==> src/rtl/snake_cmd_pkg.sv <==
// Shared definitions for the snake command hub: direction encoding, key
// codes, FSM state encoding and the byte decoder used by snake_cmd_hub.
// Optional feature macro (used in snake_cmd_hub): SNAKE_CMD_CASE_FOLD_EN.
package snake_cmd_pkg;

    typedef logic [1:0] dir_t;

    localparam dir_t DIR_RIGHT = 2'd0;
    localparam dir_t DIR_UP    = 2'd1;
    localparam dir_t DIR_LEFT  = 2'd2;
    localparam dir_t DIR_DOWN  = 2'd3;

    // Key codes, each player group in RIGHT/UP/LEFT/DOWN order.
    localparam logic [7:0] KEY_P0_RIGHT = 8'h64; // 'd'
    localparam logic [7:0] KEY_P0_UP    = 8'h77; // 'w'
    localparam logic [7:0] KEY_P0_LEFT  = 8'h61; // 'a'
    localparam logic [7:0] KEY_P0_DOWN  = 8'h73; // 's'
    localparam logic [7:0] KEY_P1_RIGHT = 8'h6C; // 'l'
    localparam logic [7:0] KEY_P1_UP    = 8'h69; // 'i'
    localparam logic [7:0] KEY_P1_LEFT  = 8'h6A; // 'j'
    localparam logic [7:0] KEY_P1_DOWN  = 8'h6B; // 'k'
    localparam logic [7:0] KEY_P2_RIGHT = 8'h36; // '6'
    localparam logic [7:0] KEY_P2_UP    = 8'h38; // '8'
    localparam logic [7:0] KEY_P2_LEFT  = 8'h34; // '4'
    localparam logic [7:0] KEY_P2_DOWN  = 8'h32; // '2'
    localparam logic [7:0] KEY_P3_RIGHT = 8'h68; // 'h'
    localparam logic [7:0] KEY_P3_UP    = 8'h74; // 't'
    localparam logic [7:0] KEY_P3_LEFT  = 8'h66; // 'f'
    localparam logic [7:0] KEY_P3_DOWN  = 8'h67; // 'g'
    localparam logic [7:0] KEY_PAUSE    = 8'h70; // 'p'
    localparam logic [7:0] KEY_RESTART  = 8'h72; // 'r'

    typedef enum logic {
        ST_RUN    = 1'b0,
        ST_PAUSED = 1'b1
    } state_e;

    typedef struct packed {
        logic       is_dir;
        logic [1:0] player;
        dir_t       dir;
        logic       is_pause;
        logic       is_restart;
    } key_t;

    function automatic dir_t opposite(input dir_t d);
        return d ^ 2'b10;
    endfunction

    // Classify one received byte; unknown bytes decode to all-zero.
    function automatic key_t decode_key(input logic [7:0] b);
        key_t k;
        k = '0;
        case (b)
            KEY_P0_RIGHT: begin k.is_dir = 1'b1; k.player = 2'd0; k.dir = DIR_RIGHT; end
            KEY_P0_UP:    begin k.is_dir = 1'b1; k.player = 2'd0; k.dir = DIR_UP;    end
            KEY_P0_LEFT:  begin k.is_dir = 1'b1; k.player = 2'd0; k.dir = DIR_LEFT;  end
            KEY_P0_DOWN:  begin k.is_dir = 1'b1; k.player = 2'd0; k.dir = DIR_DOWN;  end
            KEY_P1_RIGHT: begin k.is_dir = 1'b1; k.player = 2'd1; k.dir = DIR_RIGHT; end
            KEY_P1_UP:    begin k.is_dir = 1'b1; k.player = 2'd1; k.dir = DIR_UP;    end
            KEY_P1_LEFT:  begin k.is_dir = 1'b1; k.player = 2'd1; k.dir = DIR_LEFT;  end
            KEY_P1_DOWN:  begin k.is_dir = 1'b1; k.player = 2'd1; k.dir = DIR_DOWN;  end
            KEY_P2_RIGHT: begin k.is_dir = 1'b1; k.player = 2'd2; k.dir = DIR_RIGHT; end
            KEY_P2_UP:    begin k.is_dir = 1'b1; k.player = 2'd2; k.dir = DIR_UP;    end
            KEY_P2_LEFT:  begin k.is_dir = 1'b1; k.player = 2'd2; k.dir = DIR_LEFT;  end
            KEY_P2_DOWN:  begin k.is_dir = 1'b1; k.player = 2'd2; k.dir = DIR_DOWN;  end
            KEY_P3_RIGHT: begin k.is_dir = 1'b1; k.player = 2'd3; k.dir = DIR_RIGHT; end
            KEY_P3_UP:    begin k.is_dir = 1'b1; k.player = 2'd3; k.dir = DIR_UP;    end
            KEY_P3_LEFT:  begin k.is_dir = 1'b1; k.player = 2'd3; k.dir = DIR_LEFT;  end
            KEY_P3_DOWN:  begin k.is_dir = 1'b1; k.player = 2'd3; k.dir = DIR_DOWN;  end
            KEY_PAUSE:    k.is_pause   = 1'b1;
            KEY_RESTART:  k.is_restart = 1'b1;
            default:      k = '0;
        endcase
        return k;
    endfunction

endpackage

==> src/rtl/snake_cmd_fifo.sv <==
// Per-player direction FIFO. Exposes the most recently written entry so the
// turn filter can compare against it, plus a synchronous flush for restart.
module snake_cmd_fifo
    import snake_cmd_pkg::*;
#(
    parameter int DEPTH = 4
) (
    input  logic                       clk,
    input  logic                       rst,
    input  logic                       flush_i,
    input  logic                       push_i,
    input  logic                       pop_i,
    input  dir_t                       din_i,
    output dir_t                       dout_o,
    output dir_t                       last_o,
    output logic [$clog2(DEPTH):0]     count_o,
    output logic                       full_o,
    output logic                       empty_o
);

    localparam int PW = $clog2(DEPTH);
    localparam int CW = PW + 1;

    dir_t          mem_q [DEPTH];
    dir_t          mem_d [DEPTH];
    logic [PW-1:0] wr_ptr_q, wr_ptr_d;
    logic [PW-1:0] rd_ptr_q, rd_ptr_d;
    logic [CW-1:0] count_q, count_d;

    // Next-state for pointers, occupancy and storage.
    always_comb begin
        // NOTE: every always_comb output gets a default first so no path leaves it unassigned (no latch).
        wr_ptr_d = wr_ptr_q;
        rd_ptr_d = rd_ptr_q;
        count_d  = count_q;
        mem_d    = mem_q;
        if (flush_i) begin
            wr_ptr_d = '0;
            rd_ptr_d = '0;
            count_d  = '0;
        end else begin
            if (push_i) begin
                mem_d[wr_ptr_q] = din_i;
                wr_ptr_d        = wr_ptr_q + PW'(1);
            end
            if (pop_i) begin
                rd_ptr_d = rd_ptr_q + PW'(1);
            end
            case ({push_i, pop_i})
                2'b10:   count_d = count_q + CW'(1);
                2'b01:   count_d = count_q - CW'(1);
                default: count_d = count_q;
            endcase
        end
    end

    // Control registers with synchronous reset.
    always_ff @(posedge clk) begin
        // NOTE: sequential blocks use non-blocking (<=) so all flops update together at the edge.
        if (rst) begin
            wr_ptr_q <= '0;
            rd_ptr_q <= '0;
            count_q  <= '0;
        end else begin
            wr_ptr_q <= wr_ptr_d;
            rd_ptr_q <= rd_ptr_d;
            count_q  <= count_d;
        end
    end

    // Storage array update.
    always_ff @(posedge clk) begin
        // NOTE: storage is not reset; entries are only read when count_q says they are valid.
        mem_q <= mem_d;
    end

    assign dout_o  = mem_q[rd_ptr_q];
    assign last_o  = mem_q[wr_ptr_q - PW'(1)];
    assign count_o = count_q;
    assign full_o  = (count_q == CW'(DEPTH));
    assign empty_o = (count_q == '0);

endmodule

==> src/rtl/snake_cmd_hub.sv <==
// Multi-player command front-end: decodes UART bytes into per-player turns,
// filters illegal turns, buffers them and releases one per player per tick.
// Optional macro SNAKE_CMD_CASE_FOLD_EN: fold 'A'..'Z' to lowercase before decode.
module snake_cmd_hub
    import snake_cmd_pkg::*;
#(
    parameter int N_PLAYERS  = 2,
    parameter int FIFO_DEPTH = 4,
    parameter int DROP_W     = 8
) (
    input  logic                   clk,
    input  logic                   rst,
    input  logic                   rx_valid,
    input  logic [7:0]             rx_data,
    input  logic                   tick,
    output logic [2*N_PLAYERS-1:0] dir_o,
    output logic [N_PLAYERS-1:0]   dir_valid_o,
    output logic                   paused_o,
    output logic                   restart_o,
    output logic [N_PLAYERS-1:0]   fifo_full_o,
    output logic [DROP_W-1:0]      drop_cnt_o
);

    localparam int CW = $clog2(FIFO_DEPTH) + 1;

    state_e                      state_q, state_d;
    logic [N_PLAYERS-1:0][1:0]   dir_q, dir_d;
    logic [N_PLAYERS-1:0]        dir_valid_q, dir_valid_d;
    logic                        restart_q, restart_d;
    logic [DROP_W-1:0]           drop_q, drop_d;

    logic [7:0]                  byte_folded;
    key_t                        key;
    logic                        flush;
    logic                        drop_evt;
    dir_t                        ref_dir;
    logic [N_PLAYERS-1:0]        push, pop;
    logic [N_PLAYERS-1:0][1:0]   fifo_dout, fifo_last;
    logic [N_PLAYERS-1:0][CW-1:0] fifo_count;
    logic [N_PLAYERS-1:0]        fifo_full, fifo_empty;

    // Optional uppercase folding ahead of the key decoder.
    always_comb begin
        byte_folded = rx_data;
`ifdef SNAKE_CMD_CASE_FOLD_EN
        if (rx_data >= 8'h41 && rx_data <= 8'h5A) begin
            byte_folded = rx_data | 8'h20;
        end
`endif
    end

    assign key = decode_key(byte_folded);

    // FSM next state plus turn filter, push/pop/drop and output strobes.
    always_comb begin
        state_d     = state_q;
        dir_d       = dir_q;
        dir_valid_d = '0;
        restart_d   = 1'b0;
        drop_d      = drop_q;
        flush       = 1'b0;
        drop_evt    = 1'b0;
        ref_dir     = DIR_RIGHT;
        push        = '0;
        pop         = '0;
        if (rx_valid && key.is_restart) begin
            // Restart wins over a coinciding tick.
            restart_d = 1'b1;
            flush     = 1'b1;
            state_d   = ST_RUN;
            dir_d     = '0;
            drop_d    = '0;
        end else begin
            if (rx_valid && key.is_pause) begin
                state_d = (state_q == ST_RUN) ? ST_PAUSED : ST_RUN;
            end
            if (state_q == ST_RUN) begin
                for (int p = 0; p < N_PLAYERS; p++) begin
                    if (tick && !fifo_empty[p]) begin
                        pop[p]         = 1'b1;
                        dir_d[p]       = fifo_dout[p];
                        dir_valid_d[p] = 1'b1;
                    end
                    // Players beyond N_PLAYERS never match here, so their keys vanish.
                    if (rx_valid && key.is_dir && key.player == 2'(p)) begin
                        ref_dir = fifo_empty[p] ? dir_q[p] : fifo_last[p];
                        if (key.dir != ref_dir && key.dir != opposite(ref_dir)) begin
                            if (fifo_count[p] < CW'(FIFO_DEPTH) || pop[p]) begin
                                push[p] = 1'b1;
                            end else begin
                                drop_evt = 1'b1;
                            end
                        end
                    end
                end
            end
            if (drop_evt && drop_q != {DROP_W{1'b1}}) begin
                drop_d = drop_q + DROP_W'(1);
            end
        end
    end

    // State and output registers with synchronous reset.
    always_ff @(posedge clk) begin
        if (rst) begin
            state_q     <= ST_RUN;
            dir_q       <= '0;
            dir_valid_q <= '0;
            restart_q   <= 1'b0;
            drop_q      <= '0;
        end else begin
            state_q     <= state_d;
            dir_q       <= dir_d;
            dir_valid_q <= dir_valid_d;
            restart_q   <= restart_d;
            drop_q      <= drop_d;
        end
    end

    for (genvar g = 0; g < N_PLAYERS; g++) begin : g_fifo
        snake_cmd_fifo #(
            .DEPTH (FIFO_DEPTH)
        ) u_fifo (
            .clk     (clk),
            .rst     (rst),
            .flush_i (flush),
            .push_i  (push[g]),
            .pop_i   (pop[g]),
            .din_i   (key.dir),
            .dout_o  (fifo_dout[g]),
            .last_o  (fifo_last[g]),
            .count_o (fifo_count[g]),
            .full_o  (fifo_full[g]),
            .empty_o (fifo_empty[g])
        );
    end

    assign dir_o       = dir_q;
    assign dir_valid_o = dir_valid_q;
    assign paused_o    = (state_q == ST_PAUSED);
    assign restart_o   = restart_q;
    assign fifo_full_o = fifo_full;
    assign drop_cnt_o  = drop_q;

endmodule

==> config.mk <==
export PLATFORM = sky130hd
export DESIGN_NAME = snake_cmd_hub
export DESIGN_NICKNAME = d
export VERILOG_FILES = /design/src/rtl/snake_cmd_pkg.sv /design/src/rtl/snake_cmd_fifo.sv /design/src/rtl/snake_cmd_hub.sv
export SDC_FILE = /design/constraint.sdc
export NUM_CORES = 1
export LEC_CHECK = 0
export ABC_AREA = 1
export CORE_ASPECT_RATIO = 0.8
export CORE_MARGIN = 2
export CORE_UTILIZATION = 55
export CTS_CLUSTER_DIAMETER = 40
export DETAILED_ROUTE_END_ITERATION = 10
export PLACE_DENSITY = 0.82
export SYNTH_ARGS = -nofsm -noshare
export SYNTH_HDL_FRONTEND = slang
export SYNTH_HIERARCHICAL = 1
export SYNTH_SLANG_ARGS = --single-unit
export TNS_END_PERCENT = 5
==> constraint.sdc <==
create_clock -name clk -period 3.5 [get_ports clk]
set_input_delay 0.35 -clock clk [delete_from_list [all_inputs] [get_ports clk]]
set_output_delay 0.35 -clock clk [all_outputs]
set_load 0.02 [all_outputs]
* Word-level counts from Yosys, hierarchy flattened *
Cells that the tools add are included.
Widths: inputs -> output; s select.

storage, ports and cells
  flip-flop bits (word level) = 46
  bits in latches = 0
  memory bits (writable) = 0
  ROM bits = 0
  bits of input ports = 12
  output and inout port bits = 18
  logic and storage cells = 160
  memories kept = 0

cells by class
  $add $sub $neg = 11
  multipliers = 0
  div/mod/pow operators = 0
  $lt $le $gt $ge = 10
  eq/ne operators = 30
  shift-type cells = 0
  mux-type cells = 51
  bitwise logic cells = 10
  reductions and logical operators = 28

operators with widths
  kind                 count
  $eq 8x7->1 const B   14
  $pmux 5 s16          1
  $eq 8x6->1 const B   4
  $mux 2               16
  $mux 1               24
  $ge 3x3->1 const B   6
  $not 2->3            6
  $bmux 2 s2           4
  $bwmux 8             2
  $logic_and 1x1->1    12
  $pmux 3 s2           2
  $add 2x1->2 const B  4
  $add 8x1->8 const B  1
  $demux 2 s2          2
  $ne 2x2->1           4
  $ne 8x8->1 const B   1
  $reduce_and 2->1     4
  $add 3x1->3 const B  2
  $eq 2x1->1 const B   3
  $eq 3x3->1 const B   2
  $logic_not 3->1      2
  $lt 3x1->1 const B   2
  $lt 3x3->1 const B   2
  $sub 3x1->3 const B  2
  other kinds (9)      18

* Logic depth before layout (Yosys ltp) *
Gate-level depths: netlist of the first run.

  word-level depth = 17
  gate-level depth with buffers = 21
  depth with buffers taken out = 21

* Cells and area by module *
The synthesis of the first run kept the hierarchy.

modules (own cells, without submodules)
  module          instances  cells each  area each (um2)
  snake_cmd_fifo  2          87          759.5
  snake_cmd_hub   1          181         1,137.3

* Worst setup path before layout of the first run *
OpenSTA, ideal clock, no wires.

  kind = reg2reg
  start = register g_fifo[0].u_fifo.wr_ptr_q[0]
  end = register g_fifo[0].u_fifo.count_q[1]
  library setup time = 0.070 ns
  data arrival time = 2.731 ns
  required time = 3.430 ns
  path slack = 0.699 ns
  stages on the path, launching flop included = 16
  buffers on the path = 0
  clock period less this slack = 2.801 ns
  cell sequence = dfxtp_1 -> inv_1 -> ha_1 -> nand2_1 -> a21oi_1 -> a21oi_1 -> o21ai_0 -> inv_1 -> nand2_1 -> nand2_1 -> a2111oi_0 -> inv_1 -> ha_1 -> inv_1 -> fa_1 -> a21oi_1

RTL lines
  item                      RTL line              RTL
  start: declaration        snake_cmd_fifo.sv:26  logic [PW-1:0] wr_ptr_q, wr_ptr_d;
  start signal: assignment  snake_cmd_fifo.sv:65  wr_ptr_q <= wr_ptr_d;
  end signal: assignment    snake_cmd_fifo.sv:67  count_q <= count_d;
  end: declaration          snake_cmd_fifo.sv:28  logic [CW-1:0] count_q, count_d;

==> results.yml, run 1 <==
power_and_ir_drop:
  p_leak_uw: 0.00125
  ir_worst_vdd_mv: 0.283
  power.density_nw_per_um2: 367
die:
  dieArea_um2: 5310
  dieWidth_um: 81.0
  ios: 30
  coreArea_um2: 4570
  rows: 22
  die_h_um: 65.6
  start_util: 0.570
sta:
  slew_violations: 0
  max_freq_mhz: 328
  setup_viol: 0
  fin_setup_tns_ps: 0
  fin_skew_ps: 6.89
  grt_setup_unrepaired: "false"
  tightest_slew_ps: 504
  hold_viol_final: 0
  finalCritPeriodShare: 0.871
  layout_min_cycle_time_ps: 3050
  max_slew_margin: 0.663
logic_synthesis:
  synthCells: 344
  ys_warn_count: 6
  synth_fp_nets: 369
  avgSynthCellArea_um2: 7.58
  synthesis.area_um2: 2610
worst_setup_path:
  critPathRequiredTime_ps: 3740
  worstPathMaxFanout: 6
  cp_data_arrival_time_ps: 3290
  cp-end-kind: "flop"
  cp-start-kind: "flop"
  worstSetupPathType: "reg2reg"
clocking:
  cts_hold_buf: 0
  cts.repair.resized: 0
  cts_max_path_buffers: 2
  h-tree-depth: 2
  cts_root_buf: "clkbuf_8"
  insertion_delay_ps: 300
  cts_tree: "yes"
  clkTransAtPathRegs_ps: 90
  cts_sinks: 46
  cts_buffers: 5
  cts_setup_buffers: 0
detailed_routing:
  via_count: 2338
  drc: 0
  drt_iter0_drc: 157
  vias_per_cell: 5.30
  antenna_left: 0
  dr.pass1.iters: 4
  wire_per_inst_um: 12.5
  wl_um: 5510
final_layout:
  fin_util: 0.672
  num-fill-cells: 403
  design_area_um2: 3070
  finalNetCount: 405
  drive_above_1_share: 0.0919
  diodes: 0
  syn_to_final_growth_pct: 17.8
placed_design:
  place_congestion: 0.851
  place_area_um2: 2980
  hpwlAfterDp_um: 4220
  port-buffer-count: 29
hold_path:
  hp-class: "reg2reg"
global_route:
  grt-ovfl-total: 0
  antenna_found_initial: 0
  grt_max_degree: 15
  grt_first_pass_wirelength_um: 9290
  grt_use_total: 0.226
  grt_pass1_vias: 2088
outcome:
  status: "completed"
job:
  maxCapViolCount: 0
## cell type report
cell class	instances	area (um2)	area share
well taps	60	75.1	0.0244
inverters	54	203	0.0660
multi-input cells	243	1320	0.430
clock inverters	1	8.76	0.00285
flip-flops and latches	46	1080	0.352
clock buffers	7	86.3	0.0281
repair buffers	30	298	0.0970
## per-stage QoR
step	hold slack (ps)	power, uW	worst slack, ps	instances
floorplan	422	725	806	344
global placement	452	780	370	433
detailed placement	473	787	307	433
CTS	486	1130	422	441
global route	495	1190	93.1	441
finish	487	1130	451	441
## flip-flops by register name, summed over array words and instances, names as in the netlist
| signal | count |
|---|---|
| g_fifo.u_fifo/wr_ptr_q | 4 |
| paused_o | 1 |
| restart_o | 1 |
| drop_cnt_o | 8 |
| g_fifo.u_fifo/rd_ptr_q | 4 |
| g_fifo.u_fifo/count_o | 6 |
| dir_o | 4 |
| g_fifo.u_fifo/mem_q | 16 |
| dir_valid_o | 2 |
## critical path: stages (launching register included)
cell,delay (ps)
dfxtp_1,420
inv_1,150
ha_1,350
nand2_1,60
a21oi_1,100
a21oi_1,50
o21ai_1,230
inv_1,70
nand2_1,70
nand2_1,70
a2111oi_0,360
inv_1,170
ha_1,240
inv_1,80
fa_1,410
a21oi_1,140
## path summary, 6_finish.rpt
kind	cells after the start	to	from	slack (ps)
worst min register to register	2	dir_o[1]	dir_o[1]	490
worst min-delay path	2	dir_o[1]	dir_o[1]	490
worst max register to register	15	g_fifo[0].u_fifo/count_o[1]	g_fifo[0].u_fifo/wr_ptr_q[0]	450
worst max-delay path	15	g_fifo[0].u_fifo/count_o[1]	g_fifo[0].u_fifo/wr_ptr_q[0]	450
## power by group
group	internal [uW]	switching, uW	leakage, uW
Sequential	568	19.9	0.000391
Clock	163	184	0.0000489
Combinational	73.3	117	0.000808
## per-layer routing
metal | wire length (um) | up-vias | global-route usage
li1 | - | 1194 | -
met3 | 328 | 4 | 0.0577
met2 | 2440 | 66 | 0.353
met5 | 0 | - | 0
met1 | 2710 | 1074 | 0.318
met4 | 25 | 0 | 0.0424
## layout by cell type, fill, tap and decap left out, types with 2 or more instances in the layout
| master | count |
|---|---|
| nand2_1 | 57 |
| inv_1 | 50 |
| nor2_1 | 41 |
| a21oi_1 | 30 |
| dfxtp_1 | 30 |
| clkdlybuf4s50_1 | 29 |
| o21ai_0 | 24 |
| nand3_1 | 22 |
| edfxtp_1 | 16 |
| ha_1 | 11 |
| nand2_2 | 9 |
| nand4_1 | 7 |
| nor3_1 | 6 |
| clkbuf_8 | 6 |
| inv_2 | 4 |
| nor2_2 | 4 |
| or2_2 | 3 |
| o21ai_1 | 3 |
| xor2_1 | 3 |
| xnor2_1 | 3 |
| nor4_1 | 2 |
| nor2_4 | 2 |
| or2_1 | 2 |
| o22ai_1 | 2 |
| a21oi_2 | 2 |
| fa_1 | 2 |
Note: power is estimated with default switching activity, not from simulation.
==> run 2, diff against run 1 <==
CORE_MARGIN = default   (was 2)
DONT_BUFFER_PORTS = 1   (was default)
PLACE_DENSITY = 0.74   (was 0.82)
==> results.yml, run 2 (synthesis gave the netlist of run 1 again) <==
sta:
  finalCritPeriodShare: 0.903
  setup_viol: 0
  slew_violations: 0
  tightest_slew_ps: 656
  hold_viol_final: 0
  layout_min_cycle_time_ps: 3160
  fin_skew_ps: 8.64
  max_freq_mhz: 316
  max_slew_margin: 0.559
  fin_setup_tns_ps: 0
final_layout:
  top_register: "g_fifo.u_fifo/mem_q"
  drive_above_1_share: 0.0994
  syn_to_final_growth_pct: 7.54
  num-fill-cells: 413
  largest_reg_flops: 16
  fin_cells: 412
  finalNetCount: 376
  final_cell_mix: "nand2_1 (57), inv_1 (50), nor2_1 (41), a21oi_1 (30), dfxtp_1 (30)"
  mostFrequentLayoutCell: "nand2_1"
  diodes: 0
clocking:
  insertion_delay_ps: 300
  cts_buffers: 5
  cts_root_buf: "clkbuf_8"
  h-tree-depth: 2
  cts_tree: "yes"
  clkTransAtPathRegs_ps: 90
  cts_sinks: 46
  cts_max_path_buffers: 2
  cts_hold_buf: 0
global_route:
  grt-ovfl-total: 0
  grt_use_total: 0.229
  grt_util_met1: 0.301
  top_usage_layer: "met2"
  grt_max_degree: 15
  gr-usage-met2: 0.369
  grt_first_pass_wirelength_um: 9000
  use_met3: 0.0580
  antenna_found_initial: 0
  grt_pass1_vias: 2000
worst_setup_path:
  worstSetupPathType: "reg2reg"
  cp-start-kind: "flop"
  cp-end-kind: "flop"
  critPathRequiredTime_ps: 3730
  cp_data_arrival_time_ps: 3390
  worstPathMaxFanout: 6
detailed_routing:
  wire_per_inst_um: 13.2
  dr.pass1.iters: 4
  antenna_left: 0
  drc: 0
  via_count: 2242
  wl_um: 5440
  vias_per_cell: 5.44
  drt_iter0_drc: 145
die:
  dieArea_um2: 5020
  ios: 30
  rows: 22
  coreArea_um2: 4570
  dieWidth_um: 79.0
  start_util: 0.570
  die_h_um: 63.6
placed_design:
  place_congestion: 0.891
  port-buffer-count: 0
  placed_cells: 404
  hpwlAfterDp_um: 4130
job:
  maxCapViolCount: 0
outcome:
  status: "completed"
hold_path:
  hp-class: "in2reg"
power_and_ir_drop:
  power.density_nw_per_um2: 413
  p_leak_uw: 0.00115
  ir_worst_vdd_mv: 0.206
run 2: cell types whose count changed in the layout (fill, tap and decap cells not counted):
cell,previous run,this run
a2111oi_0,1,0
inv_6,1,0
bufinv_16,0,1
a2111oi_1,0,1
clkdlybuf4s50_1,29,0
run 2: layout make-up:
cell class / count / area [um2] / area share
clock inverters: 1 / 30.0 / 0.0107
flip-flops and latches: 46 / 1080 / 0.386
clock buffers: 7 / 86.3 / 0.0308
repair buffers: 1 / 7.51 / 0.00268
well taps: 60 / 75.1 / 0.0268
multi-input cells: 243 / 1320 / 0.471
inverters: 54 / 203 / 0.0723
run 2: worst max-delay path: stages, from the launching register on:
cell and delay (ps):
dfxtp_1 410, inv_1 140, ha_1 350, nand2_1 70, a21oi_1 110, a21oi_1 50, o21ai_1 250, inv_1 70
nand2_1 70, nand2_1 90, a2111oi_1 390, inv_1 190, ha_1 250, inv_1 90, fa_1 410, a21oi_1 160
run 2: final timing paths:
| kind | from | end | slack, ps | cells after the start |
|---|---|---|---|---|
| setup / recovery | g_fifo[0].u_fifo/wr_ptr_q[0] | g_fifo[0].u_fifo/count_o[1] | 340 | 15 |
| hold / removal | rst | restart_o | 120 | 1 |
| setup reg to reg | g_fifo[0].u_fifo/wr_ptr_q[0] | g_fifo[0].u_fifo/count_o[1] | 340 | 15 |
| hold reg to reg | g_fifo[1].u_fifo/count_o[0] | g_fifo[1].u_fifo/count_o[0] | 510 | 1 |
run 2: metrics by stage:
| step | util | total power, uW | cell area, um2 | setup WS [ps] | hold slack, ps |
|---|---|---|---|---|---|
| after global routing | 0.613 | 1210 | 2800 | -23.7 | 107 |
| after floorplan | - | 725 | 2610 | 806 | 422 |
| after global placement | 0.588 | 752 | 2690 | 425 | 424 |
| final | 0.613 | 1160 | 2800 | 340 | 115 |
| after CTS | 0.613 | 1160 | 2800 | 338 | 111 |
| after detailed placement | 0.588 | 760 | 2690 | 372 | 424 |
run 2: timing repair:
item,in CTS,in global routing
buffers inserted,0,0
gates resized for setup,0,2
setup endpoints to repair,0,2
run 2: where the power goes:
part           switching (uW)  internal [uW]  leakage (uW)
Combinational             103           52.3      0.000703
Clock                     175            233     0.0000585
Sequential               28.3            568      0.000391
Total                     305            854       0.00115
run 2: layer usage:
metal	wire, um	up-vias
li1	-	1141
met1	2610	1040
met2	2470	54
met3	295	7
met4	63	0
met5	0	-
==> run 3, diff against run 2 <==
SLEW_MARGIN = 10   (was default)
==> results of run 3 <==
No change in the layout: final DEF, timing and power equal those of run 2.
